`src/rtl/branch_pkg.sv`:
```
// Shared types and constants for the branch predict unit and its history table.
package branch_pkg;

    typedef enum logic [1:0] {
        CT_NONE   = 2'b00,
        CT_BRANCH = 2'b01,
        CT_JAL    = 2'b10,
        CT_JALR   = 2'b11
    } ctrl_transfer_t;

    // Redirect target while halted: fetch parks on an address nothing lives at.
    localparam logic [31:0] HALT_PC   = 32'hFFFF_FFFF;
    localparam logic [31:0] JALR_MASK = 32'hFFFF_FFFE;
    localparam logic [31:0] INSN_BYTES = 32'd4;

    // Weak-taken is 10..0 (MSB set, rest clear): the first counter value that predicts taken.
    function automatic int unsigned ctr_weak_taken(input int unsigned bits);
        return 32'd1 << (bits - 1);
    endfunction

    // Weak-not-taken is 01..1: the last counter value that predicts not-taken.
    function automatic int unsigned ctr_weak_not_taken(input int unsigned bits);
        return (32'd1 << (bits - 1)) - 32'd1;
    endfunction

endpackage

```
`src/rtl/bht_table.sv`:
```
// Direct-mapped branch history table: combinational IF read port, synchronous EX update port.
module bht_table
    import branch_pkg::*;
#(
    parameter int ENTRIES  = 16,
    parameter int IDX_W    = $clog2(ENTRIES),
    parameter int TAG_W    = 3,
    parameter int CTR_BITS = 2
) (
    input  logic              clk,
    input  logic              reset,
    input  logic [IDX_W-1:0]  rd_idx,
    input  logic [TAG_W-1:0]  rd_tag,
    output logic              rd_hit,
    output logic              rd_taken,
    output logic [31:0]       rd_target,
    input  logic              wr_en,
    input  logic [IDX_W-1:0]  wr_idx,
    input  logic [TAG_W-1:0]  wr_tag,
    input  logic              wr_taken,
    input  logic [31:0]       wr_target
);

    typedef struct packed {
        logic                valid;
        logic [TAG_W-1:0]    tag;
        logic [31:0]         target;
        logic [CTR_BITS-1:0] ctr;
    } bht_entry_t;

    localparam logic [CTR_BITS-1:0] CTR_WT  = CTR_BITS'(ctr_weak_taken(CTR_BITS));
    localparam logic [CTR_BITS-1:0] CTR_WNT = CTR_BITS'(ctr_weak_not_taken(CTR_BITS));
    localparam logic [CTR_BITS-1:0] CTR_MAX = '1;
    localparam logic [CTR_BITS-1:0] CTR_MIN = '0;
    localparam logic [CTR_BITS-1:0] CTR_ONE = CTR_BITS'(1);

    localparam bht_entry_t RESET_ENTRY = '{valid: 1'b0, tag: '0, target: '0, ctr: CTR_WNT};

    bht_entry_t bht_q [ENTRIES];
    bht_entry_t rd_entry;
    bht_entry_t wr_cur;
    bht_entry_t wr_next;
    logic       wr_hit;

    // IF read port: straight from the registered table, no bypass of a same-cycle write.
    always_comb begin
        rd_entry  = bht_q[rd_idx];
        rd_hit    = rd_entry.valid && (rd_entry.tag == rd_tag);
        rd_taken  = rd_entry.ctr[CTR_BITS-1];
        rd_target = rd_entry.target;
    end

    // Next value of the entry addressed by EX: allocate on miss, train counter on hit.
    always_comb begin
        wr_cur  = bht_q[wr_idx];
        wr_hit  = wr_cur.valid && (wr_cur.tag == wr_tag);
        wr_next = wr_cur;
        if (!wr_hit) begin
            wr_next.valid  = 1'b1;
            wr_next.tag    = wr_tag;
            wr_next.target = wr_target;
            wr_next.ctr    = wr_taken ? CTR_WT : CTR_WNT;
        end else if (wr_taken) begin
            wr_next.target = wr_target;
            if (wr_cur.ctr != CTR_MAX) begin
                wr_next.ctr = wr_cur.ctr + CTR_ONE;
            end
        end else begin
            if (wr_cur.ctr != CTR_MIN) begin
                wr_next.ctr = wr_cur.ctr - CTR_ONE;
            end
        end
    end

    // Table storage; reset clears every entry and beats a same-cycle update.
    always_ff @(posedge clk) begin
        if (reset) begin
            for (int i = 0; i < ENTRIES; i++) begin
                bht_q[i] <= RESET_ENTRY;
            end
        end else if (wr_en) begin
            bht_q[wr_idx] <= wr_next;
        end
    end

endmodule

```
`src/rtl/branch_predict_unit.sv`:
```
// Branch unit: IF-stage prediction from the BHT, EX-stage resolution with same-cycle
// redirect on mispredict, sticky halt and a saturating mispredict counter.
module branch_predict_unit
    import branch_pkg::*;
#(
    parameter int PC_WIDTH    = 9,
    parameter int BHT_ENTRIES = 16,
    parameter int CTR_BITS    = 2,
    parameter int STAT_WIDTH  = 16
) (
    input  logic                  clk,
    input  logic                  reset,
    input  logic [PC_WIDTH-1:0]   if_pc,
    output logic                  pred_taken,
    output logic [31:0]           pred_target,
    input  logic                  ex_valid,
    input  logic [PC_WIDTH-1:0]   ex_pc,
    input  logic [31:0]           ex_imm,
    input  logic [1:0]            ex_ctrl_transfer,
    input  logic [31:0]           ex_alu_result,
    input  logic                  ex_pred_taken,
    input  logic [31:0]           ex_pred_target,
    input  logic                  halt,
    output logic                  redirect,
    output logic [31:0]           redirect_pc,
    output logic [31:0]           pc_plus_4,
    output logic                  halted,
    output logic [STAT_WIDTH-1:0] mispredict_count
);

    localparam int IDX_W = $clog2(BHT_ENTRIES);
    localparam int TAG_W = PC_WIDTH - IDX_W - 2;
    localparam logic [STAT_WIDTH-1:0] STAT_MAX = '1;
    localparam logic [STAT_WIDTH-1:0] STAT_ONE = STAT_WIDTH'(1);

    ctrl_transfer_t ct;
    logic [31:0]    if_pc_ext;
    logic [31:0]    ex_pc_ext;
    logic           rd_hit;
    logic           rd_taken;
    logic [31:0]    rd_target;
    logic           act_taken;
    logic [31:0]    act_target;
    logic [31:0]    act_next;
    logic           mispredict;
    logic           halt_active;
    logic           upd_en;

    assign ct        = ctrl_transfer_t'(ex_ctrl_transfer);
    assign if_pc_ext = {{(32-PC_WIDTH){1'b0}}, if_pc};
    assign ex_pc_ext = {{(32-PC_WIDTH){1'b0}}, ex_pc};

    bht_table #(
        .ENTRIES  (BHT_ENTRIES),
        .IDX_W    (IDX_W),
        .TAG_W    (TAG_W),
        .CTR_BITS (CTR_BITS)
    ) u_bht (
        .clk       (clk),
        .reset     (reset),
        .rd_idx    (if_pc[IDX_W+1:2]),
        .rd_tag    (if_pc[PC_WIDTH-1:IDX_W+2]),
        .rd_hit    (rd_hit),
        .rd_taken  (rd_taken),
        .rd_target (rd_target),
        .wr_en     (upd_en),
        .wr_idx    (ex_pc[IDX_W+1:2]),
        .wr_tag    (ex_pc[PC_WIDTH-1:IDX_W+2]),
        .wr_taken  (act_taken),
        .wr_target (act_target)
    );

    // IF prediction: only a tag-matching entry with a taken-leaning counter predicts taken.
    always_comb begin
        pred_taken  = rd_hit && rd_taken;
        pred_target = pred_taken ? rd_target : (if_pc_ext + INSN_BYTES);
    end

    // EX resolution of the actual outcome and target.
    always_comb begin
        pc_plus_4  = ex_pc_ext + INSN_BYTES;
        act_taken  = 1'b0;
        act_target = ex_pc_ext + ex_imm;
        case (ct)
            CT_BRANCH: act_taken = ex_alu_result[0];
            CT_JAL:    act_taken = 1'b1;
            CT_JALR: begin
                act_taken  = 1'b1;
                act_target = ex_alu_result & JALR_MASK;
            end
            default:   act_taken = 1'b0;
        endcase
        act_next = act_taken ? act_target : pc_plus_4;
    end

    // Mispredict detection and redirect mux; halt overrides everything.
    // A non-control instruction only matters if IF wrongly predicted it taken (false hit).
    always_comb begin
        halt_active = halt || halted;
        mispredict  = ex_valid && ((ct != CT_NONE) || ex_pred_taken) &&
                      ((act_taken != ex_pred_taken) ||
                       (act_taken && (act_target != ex_pred_target)));
        redirect    = halt_active || mispredict;
        redirect_pc = halt_active ? HALT_PC : act_next;
        upd_en      = ex_valid && (ct != CT_NONE) && !halt_active;
    end

    // Sticky halt flag, cleared only by reset.
    always_ff @(posedge clk) begin
        if (reset) begin
            halted <= 1'b0;
        end else if (halt) begin
            halted <= 1'b1;
        end
    end

    // Saturating mispredict statistics, frozen while halting.
    always_ff @(posedge clk) begin
        if (reset) begin
            mispredict_count <= '0;
        end else if (mispredict && !halt_active && (mispredict_count != STAT_MAX)) begin
            mispredict_count <= mispredict_count + STAT_ONE;
        end
    end

endmodule

```
`config.mk`:
```
export PLATFORM = sky130hd
export DESIGN_NAME = branch_predict_unit
export DESIGN_NICKNAME = d
export VERILOG_FILES = /design/src/rtl/branch_pkg.sv /design/src/rtl/bht_table.sv /design/src/rtl/branch_predict_unit.sv
export SDC_FILE = /design/constraint.sdc
export NUM_CORES = 1
export LEC_CHECK = 0
export ABC_CLOCK_PERIOD_IN_PS = 5110
export BUFFER_PORTS_ARGS = -buffer_cell sky130_fd_sc_hd__buf_2
export CAP_MARGIN = 20
export CELL_PAD_IN_SITES_DETAIL_PLACEMENT = 1
export CELL_PAD_IN_SITES_GLOBAL_PLACEMENT = 1
export CORE_ASPECT_RATIO = 1.5
export CORE_MARGIN = 2
export CORE_UTILIZATION = 46
export CTS_CLUSTER_SIZE = 20
export DETAILED_ROUTE_END_ITERATION = 8
export PLACE_DENSITY = 0.83
export SLEW_MARGIN = 5
export SYNTH_ARGS = -nofsm -noshare
export SYNTH_HDL_FRONTEND = slang
export SYNTH_SLANG_ARGS = --single-unit
```
`constraint.sdc`:
```
create_clock -name clk -period 5.11 [get_ports clk]
set_clock_uncertainty 0.15 [all_clocks]
set_input_delay 0.7665 -clock clk [delete_from_list [all_inputs] [get_ports clk]]
set_output_delay 0.7665 -clock clk [all_outputs]
set_load 0.005 [all_outputs]
```
==> results.py <==
metrics = {
    "status": {
        "status": "complete, but fails checks",
        "failed_checks": "setup timing",
    },
    "place": {
        "io_buffer_count": 213,
        "dp_slack_ns": -0.505,
        "postPlaceCellArea_um2": 38200,
        "hpwl_um": 86600,
        "gp_congestion": 1.01,
        "dp.cells": 3780,
    },
    "drt": {
        "drt_wl_total_um": 139000,
        "vias": 26995,
        "vias_per_cell": 6.94,
        "drtPass1Iterations": 5,
        "drc": 0,
        "routedWlPerCell_um": 35.9,
        "drt_first_iter_violations": 3420,
        "ant_nets": 0,
    },
    "sta": {
        "min_period_over_period_pct": 102,
        "finalMaxSlewViolations": 0,
        "setup_viol": 1,
        "finalCriticalPeriod_ns": 5.21,
        "slew_headroom_pct": 31.6,
        "setup_tns_ns": -0.0995,
        "fmax_mhz": 192,
        "setup_slack_ns": -0.0995,
        "hold_viol": 0,
        "worst_pin_slew_ns": 1.03,
        "rsz0062_at_grt": "yes",
    },
    "grt": {
        "antenna_found_initial": 4,
        "grt_pass1_vias": 28979,
        "grt_start_max_net_pins": 108,
        "grt_pass1_wl_um": 200000,
        "grt_use_total_pct": 35.5,
        "gr-total-overflow": 0,
    },
    "cells_and_area": {
        "layout.nets": 2971,
        "fin_util_pct": 53.1,
        "synthToLayoutAreaGrowth_pct": 14.8,
        "final_layout_size_suffix_gt1_share_pct": 33.4,
        "fin_area_um2": 40300,
        "instances_no_fill": 3889,
    },
    "synth": {
        "post_synth_inst_count": 2598,
        "synth_edf_count": 608,
        "synth_mux_area_share_pct": 24.2,
        "async_flop_share_pct": 0,
        "synth_area_per_cell_um2": 13.5,
        "synthTopCellsByArea": "edfxtp_1 (52%), mux4_2 (23%), nor2_1 (6.6%)",
        "synth-simple-area-share_pct": 12.3,
        "yosysWarningCount": 0,
        "yosysMostFrequentCell": "nor2_1",
        "syn-cell-area_um2": 35100,
        "synth_top_family_by_area": "multiplexers",
        "yosys.area.top_type": "edfxtp_1",
        "ys_ff_latch": 625,
        "synth_xor_area_share_pct": 1.71,
        "synth-adder-area-share_pct": 0.592,
        "synth_compound_area_share_pct": 4.44,
        "synth_flop_cell": "edfxtp_1",
        "synth.distinct_cells": 83,
        "yosys.area.top_type_share_pct": 52.1,
        "synth_common_cells": "nor2_1 (620), edfxtp_1 (608), mux4_2 (365)",
        "yosysSeqAreaShare_pct": 53.0,
    },
    "pwr": {
        "powerDensity_nw_per_um2": 302,
        "p_leak_uw": 0.0146,
        "ir_worst_vdd_mv": 0.234,
    },
    "worst_setup_path": {
        "arrival_ns": 4.29,
        "rrSetupSlack_ns": 1.40,
        "cp-start-kind": "input port",
        "crit_type": "input port to output pin",
        "worstPathMaxFanout": 3,
        "crit_path_end_kind": "output pin",
        "required_ns": 4.19,
    },
    "floorplanning": {
        "fp.dieArea_um2": 78500,
        "ios": 236,
        "die_w_um": 229,
        "rows": 124,
        "start_util_pct": 46.2,
        "fp.dieH_um": 342,
        "core-area_um2": 75900,
    },
    "min_path": {
        "min_path_type": "flop to flop",
    },
    "clocking": {
        "cts_max_level": 2,
        "insertion_delay_ns": 0.63,
        "tritoncts": "yes",
        "clkTransAtPathRegs_ns": 0.06,
        "cts_root_buffer": "clkbuf_16",
        "cts_buffers": 56,
        "clk_path_buf_depth": 3,
        "cts_num_sinks": 625,
    },
    "flow_run": {
        "maxCapViolations": 0,
    },
}
-- worst paths after layout --
path                        from                  end  cells past startpoint
max                     ex_pc[0]             redirect                     14
min          mispredict_count[7]  mispredict_count[7]                      2
max reg2reg   u_bht.bht_q[3][35]    u_bht.bht_q[3][6]                     10
min reg2reg  mispredict_count[7]  mispredict_count[7]                      2
-- state kept, by name, summed over array words and instances, names as in the netlist --
name / flops
u_bht.bht_q: 608
mispredict_count: 16
halted: 1
-- area by class of cell --
class,count,area [um2]
clock inverters,39,337
multi-input cells,1693,15500
flip-flops and latches,625,18600
repair buffers,426,2960
clock buffers,65,1460
fillers,7491,35600
inverters,32,120
diodes,1,2.50
well taps,1008,1260
-- cell families (layout without fill, tap and decap cells) --
kind of cell | after synthesis | count (layout)
AND/OR/NAND/NOR | 963 | 963
flip-flops | 625 | 625
multiplexers | 388 | 388
buffers and inverters | 301 | 562
AO/OA/AOI/OAI | 237 | 237
XOR/XNOR | 67 | 67
adder cells (fa/ha/maj) | 16 | 16
other | 1 | 23
-- worst max-delay path: stages --
cell       delay [ns]
buf_8            0.10
ha_4             0.16
fa_2             0.37
a211oi_4         0.36
nor3_4           0.11
or4_1            0.41
and3b_2          0.23
xnor2_1          0.13
or4_4            0.43
or4_4            0.51
a2111oi_4        0.30
buf_4            0.21
o21ai_2          0.05
buf_2            0.16
-- where the power goes --
part | leakage, uW | switching [uW] | internal (uW)
registers | 0.00642 | 111 | 5780
logic | 0.00733 | 1180 | 795
clock network | 0.000883 | 1960 | 2340
total | 0.0146 | 3250 | 8910
-- per-stage QoR --
stage / power (uW) / hold WS, ns
after floorplan: 7040 / 0.321
after global placement: 7770 / 0.318
after CTS: 12100 / 0.348
after detailed placement: 7860 / 0.331
final: 12200 / 0.351
after global routing: 12400 / 0.394
-- layer usage --
layer	GRT usage (%)	part of all wire [%]
met5	0	0.024
met4	30.5	10
met3	8.45	11
met2	58.6	49
met1	38.7	31
-- timing repair --
| item | CTS | global route |
|---|---|---|
| setup endpoints to repair | 1 | 1 |
| gates resized for setup | 22 | 19 |
| pin swaps | 13 | 17 |
| hold buffers | 0 | 0 |
| setup buffers | 2 | 1 |
-- cells in the final DEF (no fill, tap or decap), types with 26 or more instances in the layout --
master	n
nand2_1	67
inv_1	32
mux4_2	365
o21ai_0	54
nor2_1	618
buf_4	193
and3_1	62
xor2_1	39
clkbuf_16	57
nor2b_1	34
xnor2_1	26
a21oi_1	66
nand3_1	33
buf_2	205
edfxtp_1	608
(Power assumes the default switching activity.)
